### src/rtl/GENERAL_DEFS.sv
// Shared decode-stage definitions: register width, word size and pipeline control typedefs.
package GENERAL_DEFS;

   localparam int ADDR_WIDTH = 4;
   localparam int WORD       = 32;

   typedef logic stall_pipeline_sig;
   typedef logic flush_pipeline_sig;

   typedef struct packed {
      logic                  used;
      logic [ADDR_WIDTH-1:0] addr;
   } hazard_src_t;

endpackage

### src/rtl/load_use_scoreboard.sv
// Per-register countdown of bubbles still owed after a load leaves the decode/EXE register.
module load_use_scoreboard
   import GENERAL_DEFS::*;
#(
   parameter int ADDR_WIDTH   = 4,
   parameter int NUM_SRC      = 3,
   parameter int LOAD_USE_GAP = 1
) (
   input  logic                          clk_i,
   input  logic                          reset_i,
   input  logic                          set_en_i,
   input  logic [ADDR_WIDTH-1:0]         set_addr_i,
   input  logic                          advance_i,
   input  logic [NUM_SRC*ADDR_WIDTH-1:0] query_addr_i,
   output logic [NUM_SRC-1:0]            busy_o
);

   localparam int NUM_REGS = 1 << ADDR_WIDTH;
   localparam int CNT_W    = (LOAD_USE_GAP > 1) ? $clog2(LOAD_USE_GAP) : 1;
   localparam logic [CNT_W-1:0] CNT_INIT = CNT_W'(LOAD_USE_GAP - 1);

   logic [CNT_W-1:0] cnt_q [NUM_REGS];
   logic [CNT_W-1:0] cnt_d [NUM_REGS];

   // A fresh load to a register restarts its count even if an advance happens in the same cycle.
   always_comb begin
      for (int r = 0; r < NUM_REGS; r++) begin
         cnt_d[r] = cnt_q[r];
         if (set_en_i && (set_addr_i == ADDR_WIDTH'(r))) begin
            cnt_d[r] = CNT_INIT;
         end else if (advance_i && (cnt_q[r] != '0)) begin
            cnt_d[r] = cnt_q[r] - CNT_W'(1);
         end
      end
   end

   always_ff @(posedge clk_i) begin
      if (reset_i) begin
         for (int r = 0; r < NUM_REGS; r++) begin
            cnt_q[r] <= '0;
         end
      end else begin
         cnt_q <= cnt_d;
      end
   end

   always_comb begin
      busy_o = '0;
      for (int k = 0; k < NUM_SRC; k++) begin
         busy_o[k] = (cnt_q[query_addr_i[k*ADDR_WIDTH +: ADDR_WIDTH]] != '0);
      end
   end

endmodule

### src/rtl/decode_issue_stage.sv
// Decode/EXE pipeline register with valid/ready handshake and parametrised load-use stalls.
// Define DECODE_PERF_CNT_EN to build saturating stall/flush performance counters.
module decode_issue_stage
   import GENERAL_DEFS::*;
#(
   parameter int ADDR_WIDTH   = 4,
   parameter int NUM_SRC      = 3,
   parameter int LOAD_USE_GAP = 1,
   parameter int PAYLOAD_W    = 128,
   parameter int PC_ADDR      = 15
) (
   input  logic                          clk_i,
   input  logic                          reset_i,
   input  logic                          valid_i,
   output logic                          ready_o,
   input  logic [NUM_SRC-1:0]            src_used_i,
   input  logic [NUM_SRC*ADDR_WIDTH-1:0] src_addr_i,
   input  logic [ADDR_WIDTH-1:0]         dest_addr_i,
   input  logic                          is_load_i,
   input  logic [PAYLOAD_W-1:0]          payload_i,
   input  flush_pipeline_sig             flush_i,
   output logic                          valid_o,
   input  logic                          ready_i,
   output logic [NUM_SRC*ADDR_WIDTH-1:0] src_addr_o,
   output logic [ADDR_WIDTH-1:0]         dest_addr_o,
   output logic                          is_load_o,
   output logic [PAYLOAD_W-1:0]          payload_o,
   output stall_pipeline_sig             stall_o,
   output logic [31:0]                   stall_cnt_o,
   output logic [31:0]                   flush_cnt_o
);

   localparam logic [ADDR_WIDTH-1:0] PC_REG = ADDR_WIDTH'(PC_ADDR);

   logic                          valid_q, valid_d;
   logic [NUM_SRC*ADDR_WIDTH-1:0] srcAddr_q, srcAddr_d;
   logic [ADDR_WIDTH-1:0]         destAddr_q, destAddr_d;
   logic                          isLoad_q, isLoad_d;
   logic [PAYLOAD_W-1:0]          payload_q, payload_d;
   logic                          hazard;
   logic                          acceptIn;
   logic                          acceptOut;
   logic [NUM_SRC-1:0]            sbBusy;
   logic [ADDR_WIDTH-1:0]         srcK;

   load_use_scoreboard #(
      .ADDR_WIDTH   (ADDR_WIDTH),
      .NUM_SRC      (NUM_SRC),
      .LOAD_USE_GAP (LOAD_USE_GAP)
   ) scoreboardInst (
      .clk_i        (clk_i),
      .reset_i      (reset_i),
      .set_en_i     (acceptOut & isLoad_q),
      .set_addr_i   (destAddr_q),
      .advance_i    (ready_i),
      .query_addr_i (src_addr_i),
      .busy_o       (sbBusy)
   );

   // The load still sitting in the output register is checked directly; older ones via the scoreboard.
   always_comb begin
      hazard = 1'b0;
      srcK   = '0;
      for (int k = 0; k < NUM_SRC; k++) begin
         srcK = src_addr_i[k*ADDR_WIDTH +: ADDR_WIDTH];
         if (src_used_i[k] && (srcK != PC_REG)) begin
            if ((valid_q && isLoad_q && (destAddr_q == srcK)) || sbBusy[k]) begin
               hazard = 1'b1;
            end
         end
      end
   end

   assign ready_o   = !flush_i && !hazard && (!valid_q || ready_i);
   assign stall_o   = valid_i && hazard && !flush_i;
   assign acceptIn  = valid_i && ready_o;
   assign acceptOut = valid_q && ready_i && !flush_i;

   always_comb begin
      valid_d    = valid_q;
      srcAddr_d  = srcAddr_q;
      destAddr_d = destAddr_q;
      isLoad_d   = isLoad_q;
      payload_d  = payload_q;
      if (flush_i) begin
         valid_d = 1'b0;
      end else if (acceptIn) begin
         valid_d = 1'b1;
      end else if (acceptOut) begin
         valid_d = 1'b0;
      end
      if (acceptIn) begin
         srcAddr_d  = src_addr_i;
         destAddr_d = dest_addr_i;
         isLoad_d   = is_load_i;
         payload_d  = payload_i;
      end
   end

   always_ff @(posedge clk_i) begin
      if (reset_i) begin
         valid_q    <= 1'b0;
         srcAddr_q  <= '0;
         destAddr_q <= '0;
         isLoad_q   <= 1'b0;
         payload_q  <= '0;
      end else begin
         valid_q    <= valid_d;
         srcAddr_q  <= srcAddr_d;
         destAddr_q <= destAddr_d;
         isLoad_q   <= isLoad_d;
         payload_q  <= payload_d;
      end
   end

   assign valid_o     = valid_q;
   assign src_addr_o  = srcAddr_q;
   assign dest_addr_o = destAddr_q;
   assign is_load_o   = isLoad_q;
   assign payload_o   = payload_q;

`ifdef DECODE_PERF_CNT_EN
   logic [31:0] stallCnt_q, stallCnt_d;
   logic [31:0] flushCnt_q, flushCnt_d;

   always_comb begin
      stallCnt_d = stallCnt_q;
      flushCnt_d = flushCnt_q;
      if (stall_o && (stallCnt_q != 32'hFFFF_FFFF)) begin
         stallCnt_d = stallCnt_q + 32'd1;
      end
      if (flush_i && valid_q && (flushCnt_q != 32'hFFFF_FFFF)) begin
         flushCnt_d = flushCnt_q + 32'd1;
      end
   end

   always_ff @(posedge clk_i) begin
      if (reset_i) begin
         stallCnt_q <= 32'd0;
         flushCnt_q <= 32'd0;
      end else begin
         stallCnt_q <= stallCnt_d;
         flushCnt_q <= flushCnt_d;
      end
   end

   assign stall_cnt_o = stallCnt_q;
   assign flush_cnt_o = flushCnt_q;
`else
   assign stall_cnt_o = 32'd0;
   assign flush_cnt_o = 32'd0;
`endif

endmodule

### config.mk
export PLATFORM = sky130hd
export DESIGN_NAME = decode_issue_stage
export DESIGN_NICKNAME = d
export VERILOG_FILES = /design/src/rtl/GENERAL_DEFS.sv /design/src/rtl/load_use_scoreboard.sv /design/src/rtl/decode_issue_stage.sv
export SDC_FILE = /design/constraint.sdc
export NUM_CORES = 1
export LEC_CHECK = 0
export CORE_MARGIN = 2
export CORE_UTILIZATION = 38
export CTS_CLUSTER_SIZE = 30
export DETAILED_ROUTE_END_ITERATION = 8
export HOLD_SLACK_MARGIN = 0.02
export MAX_ROUTING_LAYER = met4
export PLACE_DENSITY = 0.77
export SYNTH_ARGS = -nofsm -noshare
export SYNTH_HDL_FRONTEND = slang
export SYNTH_SLANG_ARGS = --single-unit
### constraint.sdc
create_clock -name clk_i -period 3.4 [get_ports clk_i]
set_input_delay 0.85 -clock clk_i [delete_from_list [all_inputs] [get_ports clk_i]]
set_output_delay 0.85 -clock clk_i [all_outputs]
set_load 0.02 [all_outputs]
==> reports/qor.csv <==
metric;value;unit
status;completed;
synth_commonest_cells;nand2b_1, dfxtp_1, mux2i_1, buf_4, clkbuf_1;
drv_slew;0;
numCtsBuffers;17;
final_area;0.01222;sq mm
grt_pass1_vias;6108;
crit_chain;buf_6 -> mux4_2 -> o2111ai_2 -> nand4_1 -> buf_4 -> nor4_4 -> nor3b_4 -> buf_6;
routed_via_density;4.499;
cts_max_level;4;
die_y;149.9;microns
max_cap_violations;0;
vias;6406;
hold_path_class;register to register;
layout.nets;1289;
synthArstFlopShare;0;%
cts.sinks;162;
criticalPathCategory;input pin to output port;
synth.distinct_cells;37;
hpwl;15230;microns
max_stage_delay;0.51;ns
grt_pass1_wl;31990;microns
die_w;149.9;microns
period_minus_slack;3.343;ns
endpoint_kind;output port;
drt-wirelength-per-cell;15.05;microns
powerDensity;411.9;mW/mm^2
core-area;0.02096;sq mm
critPathRequiredTime;2.55;ns
clk_pin_slew;0.06;ns
setup_viol;0;
start_util;38.58;%
syn2layout_area_growth;51.15;%
wl;21440;microns
antenna_found_initial;0;
cp_slowest_cell;mux4_2;
dr.pass1.iters;4;
setup-tns-final;0;ns
place_ws;-0.9630;ns
cts_hold_buf;0;
yosysMostFrequentCell;nand2b_1;
crit_path_start_kind;input pin;
finalHoldViolations;0;
crit_top_cell;buf_6;
drtIter0Drc;254;
fmax;0.2992;GHz
syn_inst;812;
path_max_fanout;3;
drc;0;
hold_ws;0.4694;ns
synth_edf_count;0;
io_pins;365;
p_leak;4.654;nW
cts_root_buf;clkbuf_16;
ir_drop;286.5;uV
clock_skew;0.01344;ns
ctsLongestPathBuffers;2;
tightest_slew;0.7942;ns
seq_area_frac_synth;40.12;%
p_total;5.033;mW
arrival;2.49;ns
fillers;1816;
yosys_register_bits;162;
synth_flop_cell;dfxtp_1;
dpl_cell_area;0.01134;sq mm
rows;53;
die-area;0.02246;sq mm
place_inst;1376;
synth_area_leaders;dfxtp_1, nand2b_1, mux2i_1, buf_4, mux4_2;
worstSkewPairLatency;0.42;ns
drive_gt1_share;11.05;%
yosysTopAreaCellShare;40.12;%
grt_max_degree;143;
layout.cells.non_filler;1424;
finalCritPeriodShare;98.32;%
synth_top_area_cell;dfxtp_1;
syn_avg_cell_area;9.956;sq um
grtUsageTotal;18.59;%
gp_congestion;0.9119;
ant_nets;0;
final_util;58.31;%
placement.io_buffers;300;
slew_headroom;46.85;%
yosysWarnings;0;
worst_slack;0.05728;ns
antenna_cells;0;
syn_area;0.008084;sq mm
grt_overflow_total;0;
tritoncts;built;
-- state kept, by name, indices dropped and copies added (netlist names) --
name	flops
payload_o	128
scoreboardInst.cnt_q	16
src_addr_o	12
dest_addr_o	4
is_load_o	1
valid_o	1
-- kinds of logic after synthesis --
| kind of cell | share of synthesized area (%) |
|---|---|
| AND/OR/NAND/NOR | 25.92 |
| flip-flops | 40.12 |
| multiplexers | 21.22 |
| buffers and inverters | 10.22 |
| AO/OA/AOI/OAI | 1.285 |
| XOR/XNOR | 1.192 |
| other | 0.04639 |
-- where the power goes --
group	leakage, nW	internal, mW	total (mW)	switching [mW]
Combinational	3.05	0.553	1.01	0.458
Sequential	1.32	1.99	2.04	0.0519
Clock	0.283	1.14	1.98	0.841
Total	4.65	3.68	5.03	1.35
-- metal layers --
| metal | GRT usage [%] | vias up | wire length (microns) |
|---|---|---|---|
| li1 | - | 3163 | - |
| met1 | 22.88 | 2971 | 9207 |
| met5 | - | - | 0 |
| met4 | 6.745 | 0 | 425 |
| met2 | 29.73 | 250 | 10230 |
| met3 | 4.451 | 22 | 1575 |
-- critical path, delay by kind of cell --
kind                   cells  cell delay [ns]
AND/OR/NAND/NOR            3             0.54
AO/OA/AOI/OAI              1             0.20
buffers and inverters      3             0.39
multiplexers               1             0.51
-- worst paths after layout --
kind                            slack, ns             end                      from  cells past startpoint
worst min-delay path                 0.47   payload_o[50]             payload_o[50]                      2
worst min register to register       0.47   payload_o[50]             payload_o[50]                      2
worst max register to register       0.29  dest_addr_o[3]  scoreboardInst.cnt_q[13]                     14
worst max-delay path                 0.06         ready_o             src_addr_i[0]                      8
-- timing repair --
item / CTS / global route
gates resized for setup: 45 / 33
endpoints found under the setup margin: 2 / 146
buffers inserted: 11 / 2
pin swaps: 5 / 9
gates cloned: 0 / 5
-- cell type report --
cell class	count	area [sq um]	share of cell area [%]
repair buffers	363	3697	30.26
clock inverters	12	145.1	1.188
clock buffers	20	456.7	3.737
multi-input cells	590	4325	35.40
well taps	275	344.1	2.816
inverters	2	7.507	0.06144
flip-flops and latches	162	3243	26.54
-- cells in the final DEF (no fill, tap or decap), types with 2 or more instances in the layout --
| master | Yosys | final |
|---|---|---|
| dfxtp_1 | 162 | 162 |
| inv_6 | 0 | 5 |
| a211oi_1 | 2 | 2 |
| bufinv_16 | 0 | 2 |
| nand2_1 | 7 | 6 |
| xor2_1 | 5 | 5 |
| buf_2 | 2 | 2 |
| buf_4 | 74 | 43 |
| mux4_2 | 8 | 8 |
| inv_1 | 2 | 2 |
| nand3_1 | 2 | 2 |
| mux2_2 | 3 | 2 |
| nor2b_1 | 4 | 4 |
| o211ai_1 | 3 | 3 |
| clkbuf_2 | 0 | 3 |
| clkbuf_16 | 0 | 22 |
| xnor2_1 | 6 | 6 |
| and2_1 | 17 | 17 |
| dlygate4sd2_1 | 0 | 2 |
| buf_6 | 0 | 13 |
| mux2i_1 | 150 | 150 |
| clkbuf_8 | 0 | 2 |
| nor2_1 | 7 | 6 |
| nand2b_1 | 290 | 290 |
| buf_12 | 1 | 7 |
| conb_1 | 1 | 64 |
| buf_16 | 0 | 2 |
| clkinvlp_4 | 0 | 4 |
| nand4_1 | 3 | 3 |
| or4_1 | 2 | 2 |
| clkdlybuf4s50_1 | 0 | 285 |
Note: power is estimated with default switching activity, not from simulation.
